File: src/rtl/mlp_layer_sequencer_if.sv
// Engine-side bus of the MLP layer sequencer: MM, ReLU and argmax start/done handshakes
// plus the operand/bank selects the engines consume while running.
interface mlp_layer_sequencer_if #(
  parameter int unsigned DIM_W = 10
);
  logic             mm_start;
  logic [DIM_W-1:0] mm_k;
  logic [DIM_W-1:0] mm_n;
  logic [1:0]       mm_src_sel;
  logic [1:0]       mm_dst_sel;
  logic             mm_done;

  logic             relu_start;
  logic [DIM_W-1:0] relu_d;
  logic             relu_done;

  logic             argmax_start;
  logic [DIM_W-1:0] argmax_size;
  logic             argmax_done;
  logic [3:0]       argmax_index;

  modport master (
    output mm_start, mm_k, mm_n, mm_src_sel, mm_dst_sel,
    output relu_start, relu_d,
    output argmax_start, argmax_size,
    input  mm_done, relu_done, argmax_done, argmax_index
  );

  modport slave (
    input  mm_start, mm_k, mm_n, mm_src_sel, mm_dst_sel,
    input  relu_start, relu_d,
    input  argmax_start, argmax_size,
    output mm_done, relu_done, argmax_done, argmax_index
  );
endinterface

File: src/rtl/mlp_layer_sequencer.sv
// Descriptor-driven sequencer for an N-layer MLP pass: fetches per-layer k/n/ReLU, drives the
// shared MM/ReLU/argmax engines with ping-pong banks, and reports result, errors and timeouts.
module mlp_layer_sequencer #(
  parameter int unsigned MAX_LAYERS  = 8,
  parameter int unsigned LIDX_W      = 3,
  parameter int unsigned DIM_W       = 10,
  parameter int unsigned TIMEOUT_W   = 20,
  parameter int unsigned TIMEOUT_CYC = 1000000
) (
  input  logic                  clk,
  input  logic                  reset,
  input  logic                  start,
  input  logic                  abort,
  input  logic [LIDX_W:0]       num_layers,
  output logic [LIDX_W-1:0]     desc_idx,
  input  logic [DIM_W-1:0]      desc_k,
  input  logic [DIM_W-1:0]      desc_n,
  input  logic                  desc_relu,
  mlp_layer_sequencer_if.master eng,
  output logic                  busy,
  output logic                  done,
  output logic [3:0]            result_index,
  output logic                  error,
  output logic [1:0]            err_code,
  output logic [2:0]            state
);

  typedef enum logic [2:0] {
    ST_IDLE   = 3'd0,
    ST_FETCH  = 3'd1,
    ST_MM     = 3'd2,
    ST_RELU   = 3'd3,
    ST_ARGMAX = 3'd4,
    ST_DONE   = 3'd5,
    ST_ERROR  = 3'd6
  } state_e;

  typedef enum logic [1:0] {
    ERR_NONE    = 2'd0,
    ERR_LAYERS  = 2'd1,
    ERR_DIM     = 2'd2,
    ERR_TIMEOUT = 2'd3
  } err_e;

  localparam logic [1:0]           SEL_IMG    = 2'd0;
  localparam logic [1:0]           SEL_A      = 2'd1;
  localparam logic [1:0]           SEL_B      = 2'd2;
  localparam logic [LIDX_W:0]      MAX_NL     = (LIDX_W+1)'(MAX_LAYERS);
  localparam logic [TIMEOUT_W-1:0] WDOG_LIMIT = TIMEOUT_W'(TIMEOUT_CYC - 1);

  state_e               state_q, state_d;
  logic [LIDX_W-1:0]    layer_q, layer_d;
  logic [LIDX_W:0]      nlayers_q, nlayers_d;
  logic [DIM_W-1:0]     k_q, k_d;
  logic [DIM_W-1:0]     n_q, n_d;
  logic                 relu_en_q, relu_en_d;
  logic                 entry_q, entry_d;
  logic [TIMEOUT_W-1:0] wdog_q, wdog_d;
  logic [3:0]           result_q, result_d;
  logic                 error_q, error_d;
  err_e                 err_code_q, err_code_d;

  logic                 last_layer;
  logic                 wdog_hit;
  logic                 counting;
  logic                 raise;
  err_e                 raise_code;
  logic [1:0]           src_bank;
  logic [1:0]           dst_bank;

  assign last_layer = ({1'b0, layer_q} == (nlayers_q - (LIDX_W+1)'(1)));
  assign wdog_hit   = (wdog_q == WDOG_LIMIT);
  assign counting   = (state_q == ST_MM) || (state_q == ST_RELU) || (state_q == ST_ARGMAX);

  // Even layers write bank A, odd layers bank B; each layer reads what the previous one wrote.
  assign dst_bank = layer_q[0] ? SEL_B : SEL_A;
  assign src_bank = (layer_q == '0) ? SEL_IMG : (layer_q[0] ? SEL_A : SEL_B);

  always_comb begin
    state_d    = state_q;
    layer_d    = layer_q;
    nlayers_d  = nlayers_q;
    k_d        = k_q;
    n_d        = n_q;
    relu_en_d  = relu_en_q;
    result_d   = result_q;
    error_d    = error_q;
    err_code_d = err_code_q;
    raise      = 1'b0;
    raise_code = ERR_NONE;

    // Abort wins over everything else, including an engine done in the same cycle.
    if (abort && (state_q != ST_IDLE)) begin
      state_d = ST_IDLE;
    end else begin
      unique case (state_q)
        ST_IDLE: begin
          if (start) begin
            nlayers_d  = num_layers;
            error_d    = 1'b0;
            err_code_d = ERR_NONE;
            result_d   = '0;
            layer_d    = '0;
            if ((num_layers == '0) || (num_layers > MAX_NL)) begin
              raise      = 1'b1;
              raise_code = ERR_LAYERS;
            end else begin
              state_d = ST_FETCH;
            end
          end
        end
        ST_FETCH: begin
          k_d       = desc_k;
          n_d       = desc_n;
          relu_en_d = desc_relu;
          if ((desc_k == '0) || (desc_n == '0)) begin
            raise      = 1'b1;
            raise_code = ERR_DIM;
          end else begin
            state_d = ST_MM;
          end
        end
        ST_MM: begin
          if (eng.mm_done) begin
            if (relu_en_q) begin
              state_d = ST_RELU;
            end else if (last_layer) begin
              state_d = ST_ARGMAX;
            end else begin
              layer_d = layer_q + LIDX_W'(1);
              state_d = ST_FETCH;
            end
          end else if (wdog_hit) begin
            raise      = 1'b1;
            raise_code = ERR_TIMEOUT;
          end
        end
        ST_RELU: begin
          if (eng.relu_done) begin
            if (last_layer) begin
              state_d = ST_ARGMAX;
            end else begin
              layer_d = layer_q + LIDX_W'(1);
              state_d = ST_FETCH;
            end
          end else if (wdog_hit) begin
            raise      = 1'b1;
            raise_code = ERR_TIMEOUT;
          end
        end
        ST_ARGMAX: begin
          if (eng.argmax_done) begin
            result_d = eng.argmax_index;
            state_d  = ST_DONE;
          end else if (wdog_hit) begin
            raise      = 1'b1;
            raise_code = ERR_TIMEOUT;
          end
        end
        ST_DONE:  state_d = ST_IDLE;
        ST_ERROR: state_d = ST_IDLE;
        default:  state_d = ST_IDLE;
      endcase

      if (raise) begin
        state_d    = ST_ERROR;
        error_d    = 1'b1;
        err_code_d = raise_code;
      end
    end

    entry_d = (state_d != state_q);
    if ((state_d != state_q) || !counting) begin
      wdog_d = '0;
    end else begin
      wdog_d = wdog_q + TIMEOUT_W'(1);
    end
  end

  always_ff @(posedge clk) begin
    if (reset) begin
      state_q    <= ST_IDLE;
      layer_q    <= '0;
      nlayers_q  <= '0;
      k_q        <= '0;
      n_q        <= '0;
      relu_en_q  <= 1'b0;
      entry_q    <= 1'b0;
      wdog_q     <= '0;
      result_q   <= '0;
      error_q    <= 1'b0;
      err_code_q <= ERR_NONE;
    end else begin
      state_q    <= state_d;
      layer_q    <= layer_d;
      nlayers_q  <= nlayers_d;
      k_q        <= k_d;
      n_q        <= n_d;
      relu_en_q  <= relu_en_d;
      entry_q    <= entry_d;
      wdog_q     <= wdog_d;
      result_q   <= result_d;
      error_q    <= error_d;
      err_code_q <= err_code_d;
    end
  end

  // Start pulses fire only on the first cycle of their state and never alongside an abort.
  assign eng.mm_start     = (state_q == ST_MM)     && entry_q && !abort;
  assign eng.relu_start   = (state_q == ST_RELU)   && entry_q && !abort;
  assign eng.argmax_start = (state_q == ST_ARGMAX) && entry_q && !abort;

  assign eng.mm_k        = k_q;
  assign eng.mm_n        = n_q;
  assign eng.mm_src_sel  = (state_q == ST_MM) ? src_bank : SEL_IMG;
  assign eng.mm_dst_sel  = counting ? dst_bank : SEL_IMG;
  assign eng.relu_d      = n_q;
  assign eng.argmax_size = n_q;

  assign desc_idx     = layer_q;
  assign busy         = (state_q != ST_IDLE);
  assign done         = (state_q == ST_DONE) || (state_q == ST_ERROR);
  assign result_index = result_q;
  assign error        = error_q;
  assign err_code     = err_code_q;
  assign state        = state_q;

endmodule
File: src/flat_wrapper.sv
// flat-port wrapper written by rule: the top's interface ports become plain ports
module mlp_layer_sequencer_flat 
#(
  parameter int unsigned MAX_LAYERS  = 8,
  parameter int unsigned LIDX_W      = 3,
  parameter int unsigned DIM_W       = 10,
  parameter int unsigned TIMEOUT_W   = 20,
  parameter int unsigned TIMEOUT_CYC = 1000000
)
  (clk, reset, start, abort, num_layers, desc_idx, desc_k, desc_n, desc_relu, busy, done, result_index, error, err_code, state, eng_mm_start, eng_mm_k, eng_mm_n, eng_mm_src_sel, eng_mm_dst_sel, eng_relu_start, eng_relu_d, eng_argmax_start, eng_argmax_size, eng_mm_done, eng_relu_done, eng_argmax_done, eng_argmax_index);
  mlp_layer_sequencer_if #(.DIM_W(DIM_W)) eng_i ();
  input  logic clk;
  input  logic reset;
  input  logic start;
  input  logic abort;
  input  logic [LIDX_W:0] num_layers;
  output logic [LIDX_W-1:0] desc_idx;
  input  logic [DIM_W-1:0] desc_k;
  input  logic [DIM_W-1:0] desc_n;
  input  logic desc_relu;
  output logic busy;
  output logic done;
  output logic [3:0] result_index;
  output logic error;
  output logic [1:0] err_code;
  output logic [2:0] state;
  output wire logic [$bits(eng_i.mm_start)-1:0] eng_mm_start;
  output wire logic [$bits(eng_i.mm_k)-1:0] eng_mm_k;
  output wire logic [$bits(eng_i.mm_n)-1:0] eng_mm_n;
  output wire logic [$bits(eng_i.mm_src_sel)-1:0] eng_mm_src_sel;
  output wire logic [$bits(eng_i.mm_dst_sel)-1:0] eng_mm_dst_sel;
  output wire logic [$bits(eng_i.relu_start)-1:0] eng_relu_start;
  output wire logic [$bits(eng_i.relu_d)-1:0] eng_relu_d;
  output wire logic [$bits(eng_i.argmax_start)-1:0] eng_argmax_start;
  output wire logic [$bits(eng_i.argmax_size)-1:0] eng_argmax_size;
  input wire logic [$bits(eng_i.mm_done)-1:0] eng_mm_done;
  input wire logic [$bits(eng_i.relu_done)-1:0] eng_relu_done;
  input wire logic [$bits(eng_i.argmax_done)-1:0] eng_argmax_done;
  input wire logic [$bits(eng_i.argmax_index)-1:0] eng_argmax_index;
  assign eng_mm_start = eng_i.mm_start;
  assign eng_mm_k = eng_i.mm_k;
  assign eng_mm_n = eng_i.mm_n;
  assign eng_mm_src_sel = eng_i.mm_src_sel;
  assign eng_mm_dst_sel = eng_i.mm_dst_sel;
  assign eng_relu_start = eng_i.relu_start;
  assign eng_relu_d = eng_i.relu_d;
  assign eng_argmax_start = eng_i.argmax_start;
  assign eng_argmax_size = eng_i.argmax_size;
  assign eng_i.mm_done = eng_mm_done;
  assign eng_i.relu_done = eng_relu_done;
  assign eng_i.argmax_done = eng_argmax_done;
  assign eng_i.argmax_index = eng_argmax_index;
  mlp_layer_sequencer #(.MAX_LAYERS(MAX_LAYERS), .LIDX_W(LIDX_W), .DIM_W(DIM_W), .TIMEOUT_W(TIMEOUT_W), .TIMEOUT_CYC(TIMEOUT_CYC)) u_core (.clk(clk), .reset(reset), .start(start), .abort(abort), .num_layers(num_layers), .desc_idx(desc_idx), .desc_k(desc_k), .desc_n(desc_n), .desc_relu(desc_relu), .eng(eng_i), .busy(busy), .done(done), .result_index(result_index), .error(error), .err_code(err_code), .state(state));
endmodule
File: config.mk
export PLATFORM = sky130hd
export DESIGN_NAME = mlp_layer_sequencer_flat
export DESIGN_NICKNAME = d
export VERILOG_FILES = /design/src/rtl/mlp_layer_sequencer_if.sv /design/src/rtl/mlp_layer_sequencer.sv /design/src/flat_wrapper.sv
export SDC_FILE = /design/constraint.sdc
export NUM_CORES = 1
export LEC_CHECK = 0
export CAP_MARGIN = 20
export CORE_UTILIZATION = 30
export CTS_BUF_LIST = sky130_fd_sc_hd__clkbuf_8
export DETAILED_ROUTE_END_ITERATION = 8
export REMOVE_ABC_BUFFERS = 1
export SLEW_MARGIN = 20
export SYNTH_ARGS = -nofsm -noshare
export SYNTH_HDL_FRONTEND = slang
export SYNTH_SLANG_ARGS = --single-unit
File: constraint.sdc
create_clock -name clk -period 5.5 [get_ports clk]
set_input_delay 1.1 -clock clk [delete_from_list [all_inputs] [get_ports clk]]
set_output_delay 1.1 -clock clk [all_outputs]
set_load 0.03 [all_outputs]
[Yosys cells after proc, flatten, opt, wreduce, memory -nomap -nowiden]
Cells that the tools add are included.
Storage, ports and cells
  flip-flop bits (word level): 59
  output and inout port bits: 62
  logic and storage cells: 109
Cells by class
  add/sub/neg operators: 3
  order comparisons: 1
  equality and inequality tests: 14
  mux-type cells: 48
  bitwise gates (word level): 1
  reductions and logical operators: 31
Operators by type and width (count)
  $mux W3: 15
  $mux W2: 14
  $add A20 B1 Y20 const B: 1
  $eq A20 B20 Y1 const B: 1
  $logic_not A10 Y1: 2
  $pmux W3 S5: 1
  $mux W1: 12
  $ne A2 B2 Y1 const B: 5
  $pmux W2 S5: 1
  $eq A3 B3 Y1 const B: 3
  $pmux W3 S3: 1
  $mux W4: 2
  $pmux W4 S2: 1
  $logic_and A1 B1 Y1: 7
  $eq A3 B2 Y1 const B: 2
  $logic_not A3 Y1: 2
  $logic_or A1 B1 Y1: 6
  $reduce_and A3 Y1: 2
  $reduce_and A6 Y1: 1
  $reduce_bool A2 Y1: 3
  $reduce_bool A3 Y1: 2
  $pmux W1 S5: 1
  $eq A3 B4 Y1: 1
  $gt A4 B4 Y1 const B: 1
  other kinds (10): 11

[Logic depth before layout (Yosys ltp)]
Gate-level depths: netlist of the first run.
  depth after elaboration: 11
  gate-level depth with buffers: 9

[Least setup slack after synthesis of the first run]
No wires, ideal clock.
  path type: register to output
  from: register u_core.layer_q[0], in the netlist u_core.desc_idx[0]
  to: output port eng_mm_src_sel[0]
  data arrival time: 2.028 ns
  data required time: 4.400 ns
  setup slack: 2.372 ns
  stages on the path, launching flop included: 5
  cells stage by stage: dfxtp_1 inv_1 ha_1 nor2b_1 nor4_1
On the way
  word-level cells in the longest chain between the ends: 3
  elaborated cells between the ends (all ways): 4
Ends and longest elaborated chain
  start, declared: RTL line mlp_layer_sequencer.sv:52  | logic [LIDX_W-1:0] layer_q, layer_d;
  start signal, assigned: RTL line mlp_layer_sequencer.sv:195  | layer_q <= layer_d;
  $logic_not A3 Y1 or $mux W2 (tied branches): RTL line mlp_layer_sequencer.sv:77  | assign src_bank = (layer_q == '0) ? SEL_IMG : (layer_q[0] ? SEL_A : SEL_B);
  $mux W2 (*): RTL line mlp_layer_sequencer.sv:77
  $mux W2 (*): RTL line mlp_layer_sequencer.sv:215  | assign eng.mm_src_sel = (state_q == ST_MM) ? src_bank : SEL_IMG;
  end, declared: RTL line flat_wrapper.sv:30  | output wire logic [$bits(eng_i.mm_src_sel)-1:0] eng_mm_src_sel;
Mark *: on every way between the ends. The rest lies on a longest branch, timed or not.

[Worst setup path in the final report of the first run]
  from: input port abort
  to: output port eng_mm_start
On the way
  word-level cells in the longest chain between the ends: 2
Ends and longest elaborated chain
  start, declared: RTL line flat_wrapper.sv:15  | input logic abort;
  $logic_not A1 Y1: RTL line mlp_layer_sequencer.sv:209  | assign eng.mm_start = (state_q == ST_MM) && entry_q && !abort;
  $logic_and A1 B1 Y1: RTL line mlp_layer_sequencer.sv:209
  end, declared: RTL line flat_wrapper.sv:27  | output wire logic [$bits(eng_i.mm_start)-1:0] eng_mm_start;
No other way between the ends.

==> results of run 1 <==
==> power breakdown <==
part / switching (µW) / internal, µW
Combinational: 302 / 161
Clock: 174 / 277
Sequential: 35.0 / 454
==> stage by stage <==
| step | instances | setup WS [ns] | hold WS, ns | total power (µW) | area, µm² |
|---|---|---|---|---|---|
| after floorplan | 338 | 2.30 | 0.430 | 781 | 2880 |
| after global placement | 574 | 1.66 | 0.442 | 957 | 4050 |
| after detailed placement | 574 | 1.64 | 0.447 | 964 | 4050 |
| after CTS | 590 | 1.64 | 0.456 | 1420 | 4280 |
| after global routing | 590 | 1.53 | 0.473 | 1480 | 4280 |
| final | 590 | 1.65 | 0.455 | 1400 | 4280 |
==> final timing paths <==
kind	start	to	cells after the start
worst max-delay path	abort	eng_mm_start	4
worst min-delay path	u_core.eng.mm_k[7]	u_core.eng.mm_k[7]	2
worst max register to register	u_core.state[0]	u_core.wdog_q[2]	6
worst min register to register	u_core.eng.mm_k[7]	u_core.eng.mm_k[7]	2
==> metal layers <==
| layer | wire [µm] | up-vias | share of wire (%) |
|---|---|---|---|
| li1 | - | 1432 | - |
| met1 | 3770 | 1312 | 47 |
| met2 | 3800 | 67 | 47 |
| met3 | 376 | 6 | 4.7 |
| met4 | 95 | 0 | 1.2 |
| met5 | 0 | - | 0 |
==> cell usage after synthesis, types with 8 or more instances <==
library cell  instances  area, µm²
nor2_1               30        113
inv_1                11       41.3
a21oi_1              36        180
nand3_1              14       70.1
xor2_1                8       70.1
buf_4                21        158
xnor2_1              16        140
nand2_1              63        236
nor3b_1               8       60.1
dfxtp_1              59       1180
nor4_2               17        213
nor4_1                8       50.1
nor3_1               11       55.1
clkbuf_1             12       45.0
==> final cells by class <==
| class | count | area (µm²) |
|---|---|---|
| Timing Repair Buffer | 100 | 993 |
| Multi-Input combinational cell | 266 | 1650 |
| Clock inverter | 5 | 76.3 |
| Inverter | 13 | 48.8 |
| Sequential cell | 59 | 1180 |
| Clock buffer | 11 | 151 |
| Tap cell | 136 | 170 |
| Fill cell | 1074 | 6000 |
==> state kept, by name (all words and copies together) (netlist names), 2 cells and up <==
name,count
u_core.state,3
u_core.wdog_q,20
u_core.result_index,4
u_core.nlayers_q,4
u_core.eng.mm_k,10
u_core.err_code,2
u_core.desc_idx,3
u_core.eng.argmax_size,10
==> logic make-up after synthesis <==
logic type                 after synthesis  synth area share (%)
AOI/OAI and AO/OA                       61                  12.3
xor gates and xnor gates                24                  6.67
adders and majority gates                4                  1.59
buffers and inverters                   53                  10.1
DFF                                     59                  37.5
muxes                                    2                 0.635
and+or+nand+nor                        175                  31.2
==> worst reg2reg max path, stage by stage (launching register included) <==
cell and delay [ns]:
dfxtp_1 0.76, inv_1 0.29, or3_1 0.43, a2111o_1 0.42, a41oi_1 0.21, a31o_2 0.61, nor4_1 0.10
==> impl_results.md, run 1 <==
- Bufs on Longest Clock Path: 2
- HPWL Detailed: 5.81 mm
- Post-synth top flop: dfxtp_1
- Setup TNS: 0 ns
- GR met3 Demand/Resource: 3.88%
- R2R Setup Slk: 2.53 ns
- Clk_skew: 0.00798 ns
- CP Buf/Inv Count: 2
- WL final: 8.04 mm
- Hold buffer count at CTS: 0
- Count of final hold-check violations: 0
- # resized after CTS: 0
- Slew Limit Fails: 0
- Clock transition at path regs: 0.07 ns
- Grt total ovfl: 0
- Outcome: finished, final reports clean
- H-tree levels: 3
- CTS tree: done
- WL/cell: 13.6 µm
- Drt pass-1 iters: 4
- Layer with the highest usage: met2
- Commonest non-fill, non-tap cell in the layout: clkdlybuf4s50_1
- Final setup vio count: 0
- Row cnt: 37
- I/O Buffers: 97
- Synthesized area: 0.00315 mm²
- Critical Path AT: 2.75 ns
- Max stage delay on crit path: 0.69 ns
- CTS root buf: clkbuf_8
- Met1 usage: 19.4%
- Layout area overhead: 35.6%
- Initial Utilization: 30.7%
- Core area: 0.0103 mm²
- Unique cell type count in the Yosys netlist: 52
- Final Cycle Share: 69.9%
- Tot GR Track Use: 15.3%
- Part of the Yosys area used for sequential elements: 37.5%
- Worst IR drop on VDD: 0.119 mV
- Lkg Pwr: 0.00137 µW
- #FFs+latches synth: 59
- CP cell instances: clkdlybuf4s50_1 -> nand2b_1 -> nor3_1 -> clkdlybuf4s50_1
- Die span in x: 105 µm
- Initial antenna violation count: 0
- First-pass GRT wire length: 13.3 mm
- Clock Sinks: 59
- Crit start category: input port
- Max Fclk: 260 MHz
- Worst Max-Slew Pin Slew: 0.856 ns
- Worst endpoint required time: 4.40 ns
- Postcts setup bufs: 0
- Critical-path top delay cell: clkdlybuf4s50_1
- Final Wtd Congestion: 0.814
- Initial DRC Count: 129
- DRC: 0
- RSZ-0062 raised after global routing: no
- Vias in the first global route: 2650
- # diodes: 0
- Synth warnings: 0
- Share of flip-flops with an asynchronous set or reset: 0%
- Post-route ant nets: 0
- Final nets: 489
- Io pins: 98
- Fin util: 41.6%
- EDFF count, synth: 0
- Max-Cap Viols: 0
- CP Capture Type: output port
- DR vias/cell: 4.77
- Num CTS Buffers: 9
- Vias: 2817
- Syn avg cell area: 8.34 µm²
- Worst Path Max Fanout: 8
- Worst-Skew Late Latency: 0.34 ns
- Pwr per Cell Area: 328 mW/mm²
- Rel. slew slack: 42.6%
- Height of the die: 105 µm
- Largest net degree at the start of global routing: 41
- Top cell family by delay on the critical path: buffers and inverters
- Met2 Use GR: 24.7%
- Min-Delay Path Class: register to register
- Crit path kind: input port to output port
- Die footprint: 0.0109 mm²
- Minimum clock period after layout: 3.85 ns
- Synth Instances: 378
- Share of cells above drive strength 1: 9.69%
- Commonest cells after routing, fill and taps aside: clkdlybuf4s50_1, nand2_1, dfxtp_1, a21oi_1, nor2_1
- CP most frequent cell: clkdlybuf4s50_1
Note: power is estimated with default switching activity, not from simulation.
==> inputs of run 2 (changes only) <==
clock period = 3.8 ns   (was 5.5 ns; I/O delays follow)
==> run 2 against run 1 <==
- clock power is 45% higher
- register-to-register slack got worse by 1.6 ns
- clock-buffer cell count did not move
- critical path type is now register to output port
==> impl_results.md, run 2 (synthesis results as in run 1) <==
- Outcome: finished, final reports clean
- Power, Total: 2040 µW
- Tot GR Track Use: 15.5%
- Worst Max-Slew Pin Slew: 0.824 ns
- CTS root buf: clkbuf_8
- Max stage delay on crit path: 0.77 ns
- Num CTS Buffers: 9
- CP Capture Type: output port
- Crit start category: register
- Pwr per Cell Area: 476 mW/mm²
- DP Area: 0.00406 mm²
- H-tree levels: 3
- # placed instances: 575
- Final nets: 490
- HPWL Detailed: 5.92 mm
- Clock Sinks: 59
- Min-Delay Path Class: register to register
- WL final: 8.09 mm
- R2R Setup Slk: 0.91 ns
- Slew Limit Fails: 0
- Row cnt: 37
- Worst Setup SP: u_core.state[0]
- Max reg flops: 20
- Critical-path top delay cell: dfxtp_1
- Initial DRC Count: 158
- Top cell family by delay on the critical path: flip-flops
- Post-route ant nets: 0
- Post-Layout Cell Count: 591
- Share of cells above drive strength 1: 9.67%
- CP Buf/Inv Count: 1
- Bufs on Longest Clock Path: 2
- CP most frequent cell: nor2_1
- Max-Cap Viols: 0
- Vias: 2833
- R2R Path Start: u_core.state[0]
- Commonest non-fill, non-tap cell in the layout: clkdlybuf4s50_1
- Initial Utilization: 30.7%
- Hold buffer count at CTS: 0
- Hold Path Origin: u_core.eng.mm_k[4]
- Commonest cells after routing, fill and taps aside: clkdlybuf4s50_1, nand2_1, dfxtp_1, a21oi_1, nor2_1
- Vias in the first global route: 2644
- DR vias/cell: 4.79
- DRC: 0
- Rel. slew slack: 44.7%
- Postcts setup bufs: 0
- Critical Path AT: 2.51 ns
- Die span in x: 105 µm
- Drt pass-1 iters: 4
- Post-Layout Inst Area: 0.00428 mm²
- Lkg Pwr: 0.00138 µW
- Worst endpoint required time: 3.04 ns
- Grt total ovfl: 0
- Final Cycle Share: 86.0%
- Worst-Skew Late Latency: 0.35 ns
- Count of final hold-check violations: 0
- I/O Buffers: 97
- # resized after CTS: 0
- Worst Path Max Fanout: 18
- Clk_skew: 0.0100 ns
- First-pass GRT wire length: 13.4 mm
- Worst IR drop on VDD: 0.265 mV
- # diodes: 0
- RSZ-0062 raised after global routing: no
- CP cell instances: nor2_1 -> a21oi_1 -> nor2_1 -> clkdlybuf4s50_1
- FILL cells: 1042
- Initial antenna violation count: 0
- Io pins: 98
- Max Fclk: 306 MHz
- CTS tree: done
- Final setup vio count: 0
- Largest net degree at the start of global routing: 40
- Clock transition at path regs: 0.07 ns
- Final Wtd Congestion: 0.791
- Height of the die: 105 µm
- WL/cell: 13.7 µm
- Largest Register: u_core.wdog_q
- Minimum clock period after layout: 3.27 ns
- Crit path kind: register to output port
- Core area: 0.0103 mm²
- Die footprint: 0.0109 mm²
- Setup TNS: 0 ns
- Layout area overhead: 35.8%
-- run 2: cell count changes in the layout (fill, tap and decap cells not counted) --
cell | before | now
buf_4 | 3 | 4
a31o_1 | 0 | 1
a31o_2 | 1 | 0
-- run 2: area by class of cell --
class | instances | area [µm²] | share of cell area [%]
repair buffers | 101 | 1000 | 23.4
clock buffers | 11 | 151 | 3.53
flip-flops and latches | 59 | 1180 | 27.6
inverters | 13 | 48.8 | 1.14
multi-input cells | 266 | 1650 | 38.6
clock inverters | 5 | 76.3 | 1.78
well taps | 136 | 170 | 3.97
-- run 2: report_power, final --
part	switching (µW)	total, µW	internal (µW)
Sequential	52.6	710	657
Combinational	439	678	239
Clock	252	653	401
-- run 2: metal layers --
| metal | track usage, % | wire length, µm | part of all wire, % | vias up |
|---|---|---|---|---|
| met3 | 3.88 | 502 | 6.2 | 12 |
| met5 | 0 | 0 | 0 | - |
| li1 | - | - | - | 1435 |
| met4 | 6.22 | 146 | 1.8 | 0 |
| met2 | 24.4 | 3750 | 46 | 93 |
| met1 | 20.1 | 3700 | 46 | 1293 |
-- run 2: worst min-delay path: cells and delay by family, from the launching register on --
family / cells / cell delay (ns)
AOI/OAI and AO/OA: 1 / 0.05
and+or+nand+nor: 1 / 0.05
DFF: 1 / 0.31
-- run 2: worst paths after layout --
check / endpoint / depth (start not counted)
setup / recovery: eng_mm_dst_sel[1] / 4
hold / removal: u_core.eng.mm_k[4] / 2
setup reg to reg: u_core.wdog_q[2] / 7
hold reg to reg: u_core.eng.mm_k[4] / 2
-- run 2: per-stage QoR --
| stage | hold slack [ns] | util [%] | setup WS (ns) |
|---|---|---|---|
| after floorplan | 0.430 | - | 0.691 |
| after detailed placement | 0.447 | 39.5 | 0.611 |
| after CTS | 0.457 | 41.7 | 0.517 |
| after global placement | 0.445 | 39.5 | 0.637 |
| after global routing | 0.471 | 41.7 | 0.394 |
| final | 0.456 | 41.7 | 0.533 |
